==> config.mk <==
export PLATFORM = sky130hd
export DESIGN_NAME = reset_request_ctrl
export DESIGN_NICKNAME = d
export VERILOG_FILES = /design/src/rtl/reset_request_ctrl.sv
export SDC_FILE = /design/constraint.sdc
export NUM_CORES = 1
export LEC_CHECK = 0
export ABC_AREA = 1
export CAP_MARGIN = 0
export CELL_PAD_IN_SITES_DETAIL_PLACEMENT = 0
export CELL_PAD_IN_SITES_GLOBAL_PLACEMENT = 1
export CORE_ASPECT_RATIO = 1.5
export CORE_MARGIN = 2
export CORE_UTILIZATION = 49
export DETAILED_ROUTE_END_ITERATION = 8
export GPL_TIMING_DRIVEN = 0
export PLACE_DENSITY = 0.95
export SLEW_MARGIN = 20
export SYNTH_ARGS = -nofsm -noshare
export SYNTH_HDL_FRONTEND = slang
export SYNTH_SLANG_ARGS = --single-unit
==> constraint.sdc <==
create_clock -name clk_peripheral -period 5.3 [get_ports clk_peripheral]
set_clock_uncertainty 0.1 [all_clocks]
set_input_delay 0.795 -clock clk_peripheral [delete_from_list [all_inputs] [get_ports clk_peripheral]]
set_output_delay 0.795 -clock clk_peripheral [all_outputs]
set_load 0.05 [all_outputs]
==> src/rtl/reset_request_ctrl.sv <==
// Reset request stage: conditions the reset button, keyboard combos and register
// writes into fixed-width soft/hard/peripheral request pulses and records the cause.
module reset_request_ctrl #(
    parameter int SYNC_STAGES     = 3,
    parameter int DEBOUNCE_BITS   = 16,
    parameter int LONG_PRESS_BITS = 25,
    parameter int PULSE_HOLD      = 8
) (
    input  logic       clk_peripheral,
    input  logic       aresetn,
    input  logic       btn_resetn,
    input  logic       kbd_soft_req,
    input  logic       kbd_hard_req,
    input  logic       reg_wr,
    input  logic [1:0] reg_wdata,
    input  logic       peri_req,
    output logic       reset_soft,
    output logic       reset_hard,
    output logic       reset_peripheral,
    output logic [1:0] reset_cause,
    output logic       busy
);

    localparam int PW = $clog2(PULSE_HOLD + 1);
    localparam logic [DEBOUNCE_BITS-1:0]   DEB_MAX  = '1;
    localparam logic [LONG_PRESS_BITS-1:0] HOLD_MAX = '1;
    localparam logic [PW-1:0]              PULSE_LD = PW'(PULSE_HOLD);

    typedef enum logic [1:0] {
        ST_RELEASED,
        ST_PRESSED,
        ST_LONG
    } press_state_t;

    logic [SYNC_STAGES-1:0]     sync_q, sync_d;
    logic                       deb_q, deb_d;
    logic [DEBOUNCE_BITS-1:0]   deb_cnt_q, deb_cnt_d;
    press_state_t               state_q, state_d;
    logic [LONG_PRESS_BITS-1:0] hold_q, hold_d;
    logic [PW-1:0]              soft_cnt_q, soft_cnt_d;
    logic [PW-1:0]              hard_cnt_q, hard_cnt_d;
    logic [PW-1:0]              peri_cnt_q, peri_cnt_d;
    logic                       soft_q, soft_d;
    logic                       hard_q, hard_d;
    logic                       peri_q, peri_d;
    logic                       busy_q, busy_d;
    logic [1:0]                 cause_q, cause_d;

    logic btn_s;
    logic btn_soft, btn_hard;
    logic sw_soft, sw_hard, sw_event;
    logic soft_req, hard_req;

    assign btn_s = sync_q[SYNC_STAGES-1];

    always_comb begin
        sync_d    = {sync_q[SYNC_STAGES-2:0], btn_resetn};
        deb_d     = deb_q;
        deb_cnt_d = '0;
        if (btn_s != deb_q) begin
            if (deb_cnt_q == DEB_MAX) begin
                deb_d = btn_s;
            end else begin
                deb_cnt_d = deb_cnt_q + 1'b1;
            end
        end
    end

    // Release is checked before hold expiry so a release on the final count is still short.
    always_comb begin
        state_d  = state_q;
        hold_d   = hold_q;
        btn_soft = 1'b0;
        btn_hard = 1'b0;
        case (state_q)
            ST_RELEASED: begin
                if (!deb_q) begin
                    state_d = ST_PRESSED;
                    hold_d  = '0;
                end
            end
            ST_PRESSED: begin
                if (deb_q) begin
                    state_d  = ST_RELEASED;
                    btn_soft = 1'b1;
                end else if (hold_q == HOLD_MAX) begin
                    state_d  = ST_LONG;
                    btn_hard = 1'b1;
                end else begin
                    hold_d = hold_q + 1'b1;
                end
            end
            ST_LONG: begin
                if (deb_q) begin
                    state_d = ST_RELEASED;
                end
            end
            default: state_d = ST_RELEASED;
        endcase
    end

    always_comb begin
        sw_hard  = kbd_hard_req | (reg_wr & reg_wdata[1]);
        sw_soft  = kbd_soft_req | (reg_wr & (reg_wdata == 2'b01));
        sw_event = sw_hard | sw_soft;
        hard_req = btn_hard | sw_hard;
        soft_req = btn_soft | sw_soft;

        cause_d = cause_q;
        if (btn_hard) begin
            cause_d = 2'd2;
        end else if (btn_soft) begin
            cause_d = 2'd1;
        end else if (sw_event) begin
            cause_d = 2'd3;
        end
    end

    // Hard requests kill soft/peripheral pulses; downstream ORs hard into both anyway.
    always_comb begin
        hard_cnt_d = (hard_cnt_q != '0) ? hard_cnt_q - 1'b1 : '0;
        soft_cnt_d = (soft_cnt_q != '0) ? soft_cnt_q - 1'b1 : '0;
        peri_cnt_d = (peri_cnt_q != '0) ? peri_cnt_q - 1'b1 : '0;
        if (hard_req) begin
            hard_cnt_d = PULSE_LD;
            soft_cnt_d = '0;
            peri_cnt_d = '0;
        end else if (!hard_q) begin
            if (soft_req) begin
                soft_cnt_d = PULSE_LD;
            end
            if (peri_req) begin
                peri_cnt_d = PULSE_LD;
            end
        end
        soft_d = (soft_cnt_d != '0);
        hard_d = (hard_cnt_d != '0);
        peri_d = (peri_cnt_d != '0);
        busy_d = soft_d | hard_d | peri_d;
    end

    always_ff @(posedge clk_peripheral or negedge aresetn) begin
        if (!aresetn) begin
            sync_q     <= '1;
            deb_q      <= 1'b1;
            deb_cnt_q  <= '0;
            state_q    <= ST_RELEASED;
            hold_q     <= '0;
            soft_cnt_q <= '0;
            hard_cnt_q <= '0;
            peri_cnt_q <= '0;
            soft_q     <= 1'b0;
            hard_q     <= 1'b0;
            peri_q     <= 1'b0;
            busy_q     <= 1'b0;
            cause_q    <= 2'd0;
        end else begin
            sync_q     <= sync_d;
            deb_q      <= deb_d;
            deb_cnt_q  <= deb_cnt_d;
            state_q    <= state_d;
            hold_q     <= hold_d;
            soft_cnt_q <= soft_cnt_d;
            hard_cnt_q <= hard_cnt_d;
            peri_cnt_q <= peri_cnt_d;
            soft_q     <= soft_d;
            hard_q     <= hard_d;
            peri_q     <= peri_d;
            busy_q     <= busy_d;
            cause_q    <= cause_d;
        end
    end

    assign reset_soft       = soft_q;
    assign reset_hard       = hard_q;
    assign reset_peripheral = peri_q;
    assign busy             = busy_q;
    assign reset_cause      = cause_q;

endmodule

Yosys cells after proc, flatten, opt, wreduce, memory -nomap -nowiden
Cells that the tools add are included.

cells by class
  $add $sub $neg = 5
  equality and inequality tests = 11
  multiplexer cells = 29
  bitwise gates (word level) = 9
  reductions and logical operators = 12

operators by type and width
  operator               number
  $mux 25                3
  $pmux 25 s2            1
  $mux 4                 10
  $mux 16                2
  $add 25x1->25 const B  1
  $eq 25x25->1 const B   1
  $reduce_bool 4->1      6
  $add 16x1->16 const B  1
  $eq 16x16->1 const B   1
  $mux 2                 7
  $sub 4x1->4 const B    3
  $ne 2x2->1 const B     4
  $or 1x1->1             7
  $pmux 2 s3             1
  $mux 1                 5
  $eq 2x1->1 const B     2
  $reduce_and 4->1       1
  $ne 3x3->1 const B     1
  $reduce_and 3->1       1
  $reduce_bool 3->1      1
  $and 1x1->1            2
  $eq 2x2->1 const B     1
  $logic_not 2->1        1
  $reduce_and 2->1       1
  other kinds (2)        2

storage, ports and cells
  register bits = 65
  bits of input ports = 9
  output and inout bits = 6

Logic depth before layout (Yosys ltp)
Gate-level depths: netlist of run 1.

  depth after elaboration = 10
  depth in mapped cells = 12

Least setup slack after synthesis of run 1
OpenSTA, ideal clock, no wires.

  kind = reg2reg
  start = reg hold_q[0]
  end = reg hold_q[13]
  arrival = 1659 ps
  required time = 5083 ps
  path slack = 3424 ps
  cell stages (with the launch flop) = 13
  path buffers = 2
  clock period less this slack = 1876 ps
  path through = dfrtp_1 -> ha_1 -> nand2_2 -> nor2_4 -> nand2_4 -> nor2_4 -> nand3_2 -> nand3_2 -> nand2_2 -> buf_6 -> buf_6 -> nand3_1 -> nand2_1

on the way
  cells in the longest elaborated chain, start to end = 4
  elaborated cells between the ends (all ways) = 7

RTL lines
  element                 RTL line  RTL
  from (decl)             39        logic [LONG_PRESS_BITS-1:0] hold_q, hold_d;
  from (signal assigned)  162       hold_q <= hold_d;
  $add 25x1->25           90        hold_d = hold_q + 1'b1;
  $mux 25                 86        end else if (hold_q == HOLD_MAX) begin
  $mux 25                 83        if (deb_q) begin
  $pmux 25 s2             75        case (state_q)

Several ways; a longest one is shown, not always the timed one. The select of a mux whose other input is x is not followed.
A chain may end at the register's enable or synchronous reset.

Worst setup path after layout of run 1
  start = reg hard_q, in the netlist reset_hard
  end = out reset_hard

RTL lines
  element                 RTL line  RTL
  from (decl)             44        logic hard_q, hard_d;
  from (signal assigned)  167       hard_q <= hard_d;
  to (decl)               18        output logic reset_hard,

No word-level cell between the ends.

==> results of run 1 <==
-- worst max path at each step --
stage                           from                         end  slack (ns)  cells past startpoint
3_3_place_gp                 aresetn       hold_q[6]$_DFFE_PN0P_        1.15                      1
2_1_floorplan  hold_q[0]$_DFFE_PN0P_      hold_q[13]$_DFFE_PN0P_        3.42                     12
6_report        reset_hard$_DFF_PN0_                  reset_hard        2.89                      1
4_1_cts         reset_hard$_DFF_PN0_                  reset_hard        2.88                      1
3_5_place_dp                  reg_wr  reset_cause[1]$_DFFE_PN0P_        2.85                      7
5_1_grt         reset_hard$_DFF_PN0_                  reset_hard        2.86                      1
-- flip-flops by register name, indices dropped and copies added, names as in the netlist --
| signal | cells |
|---|---|
| busy | 1 |
| deb_cnt_q | 16 |
| deb_q | 1 |
| hard_cnt_q | 4 |
| hold_q | 25 |
| peri_cnt_q | 4 |
| reset_cause | 2 |
| reset_hard | 1 |
| reset_peripheral | 1 |
| reset_soft | 1 |
| soft_cnt_q | 4 |
| state_q | 2 |
| sync_q | 3 |
-- metrics by stage --
step / utilization / total power (uW) / cell area, um^2 / worst slack, ns / hold WS (ns)
after detailed placement: 0.543 / 850 / 3900 / 2.85 / 0.247
after global routing: 0.576 / 1410 / 4130 / 2.86 / 0.261
after global placement: 0.541 / 840 / 3880 / 1.15 / 0.247
final: 0.576 / 1340 / 4130 / 2.89 / 0.255
after CTS: 0.576 / 1350 / 4130 / 2.88 / 0.257
after floorplan: - / 776 / 3620 / 3.42 / 0.245
-- logic make-up after synthesis --
logic type,after synthesis,share of synthesized area
XOR/XNOR,18,0.0436
flip-flops,65,0.451
AND/OR/NAND/NOR,256,0.327
buffers and inverters,72,0.0830
adder cells (fa/ha/maj),7,0.0242
AO/OA/AOI/OAI,44,0.0716
-- report_power, final --
| group | internal [uW] | switching [uW] |
|---|---|---|
| registers | 534 | 19.5 |
| logic | 107 | 181 |
| clock network | 304 | 192 |
-- placed cells by master (no fill, tap or decap), types with 2 or more instances in the layout --
cell type,instances
a21o_1,4
a21oi_1,12
buf_2,2
buf_4,2
buf_6,3
bufinv_16,2
clkbuf_1,4
clkbuf_8,12
clkdlybuf4s50_1,13
dfrtp_1,61
dfstp_2,4
ha_1,7
inv_1,63
nand2_1,101
nand2_2,3
nand3_1,43
nand3_2,3
nand3b_1,4
nand4_1,17
nor2_1,58
nor2_4,3
nor3_1,17
o211ai_1,2
o21ai_0,18
o21ai_2,3
o21bai_1,2
xnor2_1,3
xor2_1,15
-- layer usage --
layer  part of all wire  wire length [um]  GRT usage  up-vias
li1                   -                 -          -     1542
met1               0.41              3210      0.234     1457
met2               0.53              4140      0.389       59
met3              0.028               217     0.0333       20
met4              0.034               263      0.132        0
met5                  0                 0          0        -
-- synthesized netlist by cell type (all sizes together) --
master  number  share of area
dfrtp       61           0.42
nand4       18          0.033
ha           7          0.024
xor2        15          0.036
dfstp        4          0.029
o41ai        1         0.0024
or2          1         0.0017
nor3b        1         0.0021
inv         63          0.065
nor4         1         0.0017
o21bai       2         0.0041
buf          6          0.014
nor3        18          0.028
xnor2        3         0.0073
o211ai       2         0.0041
nor2        62          0.071
clkinv       1         0.0014
o21ai       22          0.034
clkbuf       2         0.0021
a21o         4         0.0083
a21oi       12          0.017
nand3b       4         0.0083
o31a         1         0.0024
nand2      105           0.11
nand3       46          0.068
-- layout make-up --
cell class	instances	area, um^2
plain buffers	8	58.8
clock buffers	14	173
clock inverters	2	60.1
fillers	681	3050
inverters	64	241
multi-input cells	325	1690
flip-flops and latches	65	1630
well taps	100	125
repair buffers	15	158
==> results.json, run 1 <==
{
  "required_ns": 4.41,
  "worstSetupPathType": "reg2out",
  "min_to": "sync_q[2]$_DFF_PN1_",
  "critical_path.top_delay_family": "buffers and inverters",
  "rsz0062_at_grt": "false",
  "die_h_um": 109,
  "hold_buffers": 0,
  "regToRegEndpoint": "hold_q[15]$_DFFE_PN0P_",
  "post_cts_buffers": 0,
  "stdcell_count": 593,
  "layout.nets": 504,
  "maxSlewViolCount": 0,
  "ant_nets": 0,
  "area_growth_pct": 14.2,
  "placedCellCount": 577,
  "period_minus_slack_ns": 2.41,
  "via_per_inst": 5.19,
  "synth_nets": 478,
  "drcViolationCount": 0,
  "setup_viol": 0,
  "ys_seq_area_frac": 0.451,
  "grt_pass1_wl_mm": 13.2,
  "worst-path-buf-inv": 1,
  "status": "finished clean",
  "cap_viol_max_count": 0,
  "crit-reg2reg-launch": "hold_q[0]$_DFFE_PN0P_",
  "worst_r2r_path_depth": 12,
  "clock_latency_ns": 0.36,
  "cts_made_buffers": 9,
  "hp-class": "reg2reg",
  "hold_depth": 0,
  "wirelength_mm": 7.83,
  "synth_area_um2": 3620,
  "ioPinCount": 15,
  "die_area_um2": 8100,
  "grt_usage": 0.218,
  "grt_overflow_total": 0,
  "endpoint_kind": "primary output",
  "hp-start": "sync_q[1]$_DFF_PN1_",
  "ir_drop_v": 0.000154,
  "die-width_um": 74.2,
  "drtIter0Drc": 191,
  "start_util": 0.504,
  "clkTransAtPathRegs_ns": 0.08,
  "vias": 3078,
  "grt_max_degree": 36,
  "worst_pin_slew_ns": 0.570,
  "firstDrtPassIters": 4,
  "core-area_um2": 7180,
  "worstSetupStartpointType": "register",
  "syn_avg_cell_area_um2": 7.83,
  "tritoncts": "done",
  "finalCritPeriodShare": 0.455,
  "max_stage_delay_ns": 0.81,
  "cts-htree-levels": 3,
  "drive_gt1_frac": 0.0892,
  "grt_pass1_vias": 3019,
  "finalSetupTns_ns": 0,
  "relSlewSlack": 0.620,
  "cp_max_fo": 2,
  "cp_cell_sequence": "clkdlybuf4s50_1",
  "finalHoldViolCount": 0,
  "rrSetupSlack_ns": 3.11,
  "p_per_area_nw_per_um2": 324,
  "ys_ff_latch": 65,
  "ys_types": 36,
  "arrival_ns": 1.52,
  "gp_congestion": 0.965,
  "dpl.hpwl_mm": 5.77,
  "clock_sinks": 65,
  "portBuffers": 14,
  "diodes": 0,
  "cp_slowest_cell": "clkdlybuf4s50_1",
  "cts_resized": 0,
  "avgRoutedWirePerCell_um": 13.2,
  "yosysWarningCount": 0,
  "num_rows": 38,
  "cts_buffer_depth": 2,
  "antenna_found_initial": 0,
  "cts_root_buffer": "clkbuf_8",
  "power_leakage_uw": 0.00193,
  "synthCells": 462,
  "max_freq_mhz": 414
}
(Power assumes the default switching activity.)
==> run 2: changes to the inputs <==
--- a/config.mk
+++ b/config.mk
@@ -11,10 +11,10 @@
 export CELL_PAD_IN_SITES_GLOBAL_PLACEMENT = 1
 export CORE_ASPECT_RATIO = 1.5
 export CORE_MARGIN = 2
-export CORE_UTILIZATION = 49
+export CORE_UTILIZATION = 41
 export DETAILED_ROUTE_END_ITERATION = 8
 export GPL_TIMING_DRIVEN = 0
-export PLACE_DENSITY = 0.95
+export PLACE_DENSITY = 0.88
 export SLEW_MARGIN = 20
 export SYNTH_ARGS = -nofsm -noshare
 export SYNTH_HDL_FRONTEND = slang
==> constraint.sdc (replaced) <==
create_clock -name clk_peripheral -period 2.2 [get_ports clk_peripheral]
set_clock_uncertainty 0.1 [all_clocks]
set_input_delay 0.33 -clock clk_peripheral [delete_from_list [all_inputs] [get_ports clk_peripheral]]
set_output_delay 0.33 -clock clk_peripheral [all_outputs]
set_load 0.05 [all_outputs]
==> results.json, run 2 (synthesis gave the netlist of run 1 again) <==
{
  "arrival_ns": 2.19,
  "dpl_cell_area_um2": 3910,
  "num_rows": 42,
  "maxSlewViolCount": 0,
  "start_util": 0.415,
  "gp_congestion": 0.866,
  "vias": 3086,
  "clkTransAtPathRegs_ns": 0.05,
  "cap_viol_max_count": 0,
  "layout_commonest_cell": "nand2_1",
  "cts_buffer_depth": 2,
  "ioPinCount": 15,
  "cp_slowest_cell": "dfrtp_2",
  "antenna_found_initial": 0,
  "grt_max_degree": 42,
  "rsz0062_at_grt": "true",
  "ir_drop_v": 0.000500,
  "largest_reg_flops": 25,
  "wirelength_mm": 8.19,
  "grt_pass1_vias": 3102,
  "finalSetupTns_ns": 0,
  "die_h_um": 119,
  "via_per_inst": 5.10,
  "tritoncts": "done",
  "grt_usage": 0.186,
  "clock_latency_ns": 0.33,
  "holdWs_ns": 0.255,
  "largest_registers": "hold_q x25, deb_cnt_q x16",
  "p_per_area_nw_per_um2": 830,
  "layout.nets": 506,
  "critical_path.top_delay_family": "simple AND/OR/NAND/NOR gates",
  "max_freq_mhz": 483,
  "avgRoutedWirePerCell_um": 13.5,
  "grt_pass1_wl_mm": 13.9,
  "grt_overflow_total": 0,
  "cts-htree-levels": 3,
  "cp_max_fo": 10,
  "ant_nets": 0,
  "core-area_um2": 8720,
  "area_growth_pct": 17.6,
  "required_ns": 2.31,
  "worst_pin_slew_ns": 0.577,
  "cts_root_buffer": "clkbuf_16",
  "worstSetupPathType": "reg2reg",
  "drtIter0Drc": 146,
  "clock_sinks": 65,
  "drive_gt1_frac": 0.0990,
  "power_leakage_uw": 0.00198,
  "finalHoldViolCount": 0,
  "die-width_um": 80.7,
  "firstDrtPassIters": 4,
  "max_stage_delay_ns": 0.41,
  "cp_cell_sequence": "ha_2, nand2_2, nor2_4, nand2_4, nor2_4, nand3_2, nand3_2, nand2_2, buf_6, buf_6, nand2_1, nand2_1",
  "setup_viol": 0,
  "multi_input_area_um2": 1690,
  "worstSetupStartpointType": "register",
  "die_area_um2": 9610,
  "dpl.hpwl_mm": 6.09,
  "diodes": 0,
  "worst-path-buf-inv": 2,
  "hp-class": "reg2reg",
  "regMostFlops": "hold_q",
  "portBuffers": 14,
  "relSlewSlack": 0.612,
  "nFillCells": 867,
  "cts_made_buffers": 9,
  "status": "finished clean",
  "period_minus_slack_ns": 2.07,
  "layout_common_cells": "nand2_1, inv_1, dfrtp_1",
  "drcViolationCount": 0,
  "final_area_um2": 4250,
  "endpoint_kind": "register",
  "seq_area_um2": 1630,
  "finalCritPeriodShare": 0.941
}
run 2: final timing paths:
| check | slack, ns | depth (start not counted) | end | startpoint |
|---|---|---|---|---|
| worst max-delay path | 0.13 | 12 | hold_q[9]$_DFFE_PN0P_ | hold_q[0]$_DFFE_PN0P_ |
| worst min-delay path | 0.26 | 0 | sync_q[1]$_DFF_PN1_ | sync_q[0]$_DFF_PN1_ |
| worst max register to register | 0.13 | 12 | hold_q[9]$_DFFE_PN0P_ | hold_q[0]$_DFFE_PN0P_ |
| worst min register to register | 0.26 | 0 | sync_q[1]$_DFF_PN1_ | sync_q[0]$_DFF_PN1_ |
| max in group asynchronous | 1.07 | 3 | deb_q$_DFFE_PN1P_ | aresetn |
| min in group asynchronous | 0.34 | 2 | deb_cnt_q[6]$_DFF_PN0_ | aresetn |
run 2: area by class of cell:
| cell class | instances | area share |
|---|---|---|
| plain buffers | 8 | 0.0138 |
| clock buffers | 14 | 0.0668 |
| clock inverters | 2 | 0.00824 |
| inverters | 64 | 0.0568 |
| multi-input cells | 325 | 0.397 |
| flip-flops and latches | 65 | 0.384 |
| well taps | 110 | 0.0324 |
| repair buffers | 17 | 0.0412 |
run 2: timing repair:
item                       4_1_cts  5_1_grt
pin swaps                        0        0
hold buffers                     1        0
buffers inserted                 0        1
gates cloned                     0        0
hold endpoints to repair        21        0
setup endpoints to repair        5       36
gates resized for setup          1        2
run 2: layer usage:
layer  up-vias  routed length, um  track usage  part of all wire
met4         0                193       0.0731             0.024
met1      1458               3300        0.199              0.40
met2        56               4450        0.344              0.54
li1       1556                  -            -                 -
met5         -                  0            0                 0
met3        16                245       0.0432             0.030
run 2: metrics by stage:
step	total power (uW)	cells	setup WS (ns)	util
final	3530	605	0.129	0.488
after global routing	3740	605	-0.0388	0.488
after CTS	3580	604	0.0225	0.487
after detailed placement	2050	587	-0.0106	0.449
after global placement	2030	586	-1.55	0.447
after floorplan	1870	462	0.324	-
run 2: worst register-to-register path: cells and delay by family (launching register included):
kind          cells  cell delay [ns]
simple gates      9             0.90
flops             1             0.41
buf+inv           2             0.31
fa+ha+maj         1             0.24
run 2: power by group:
part / switching, uW / internal (uW) / leakage (uW)
logic: 434 / 259 / 0.000978
registers: 49.5 / 1290 / 0.000841
clock network: 503 / 999 / 0.000159
==> run 3: changes to the inputs <==
--- a/config.mk
+++ b/config.mk
@@ -13,6 +13,7 @@
 export CORE_MARGIN = 2
 export CORE_UTILIZATION = 41
 export DETAILED_ROUTE_END_ITERATION = 8
+export GPL_ROUTABILITY_DRIVEN = 0
 export GPL_TIMING_DRIVEN = 0
 export PLACE_DENSITY = 0.88
 export SLEW_MARGIN = 20
==> results of run 3 <==
Same layout as run 2: the final DEF is identical, and so are final timing and power.
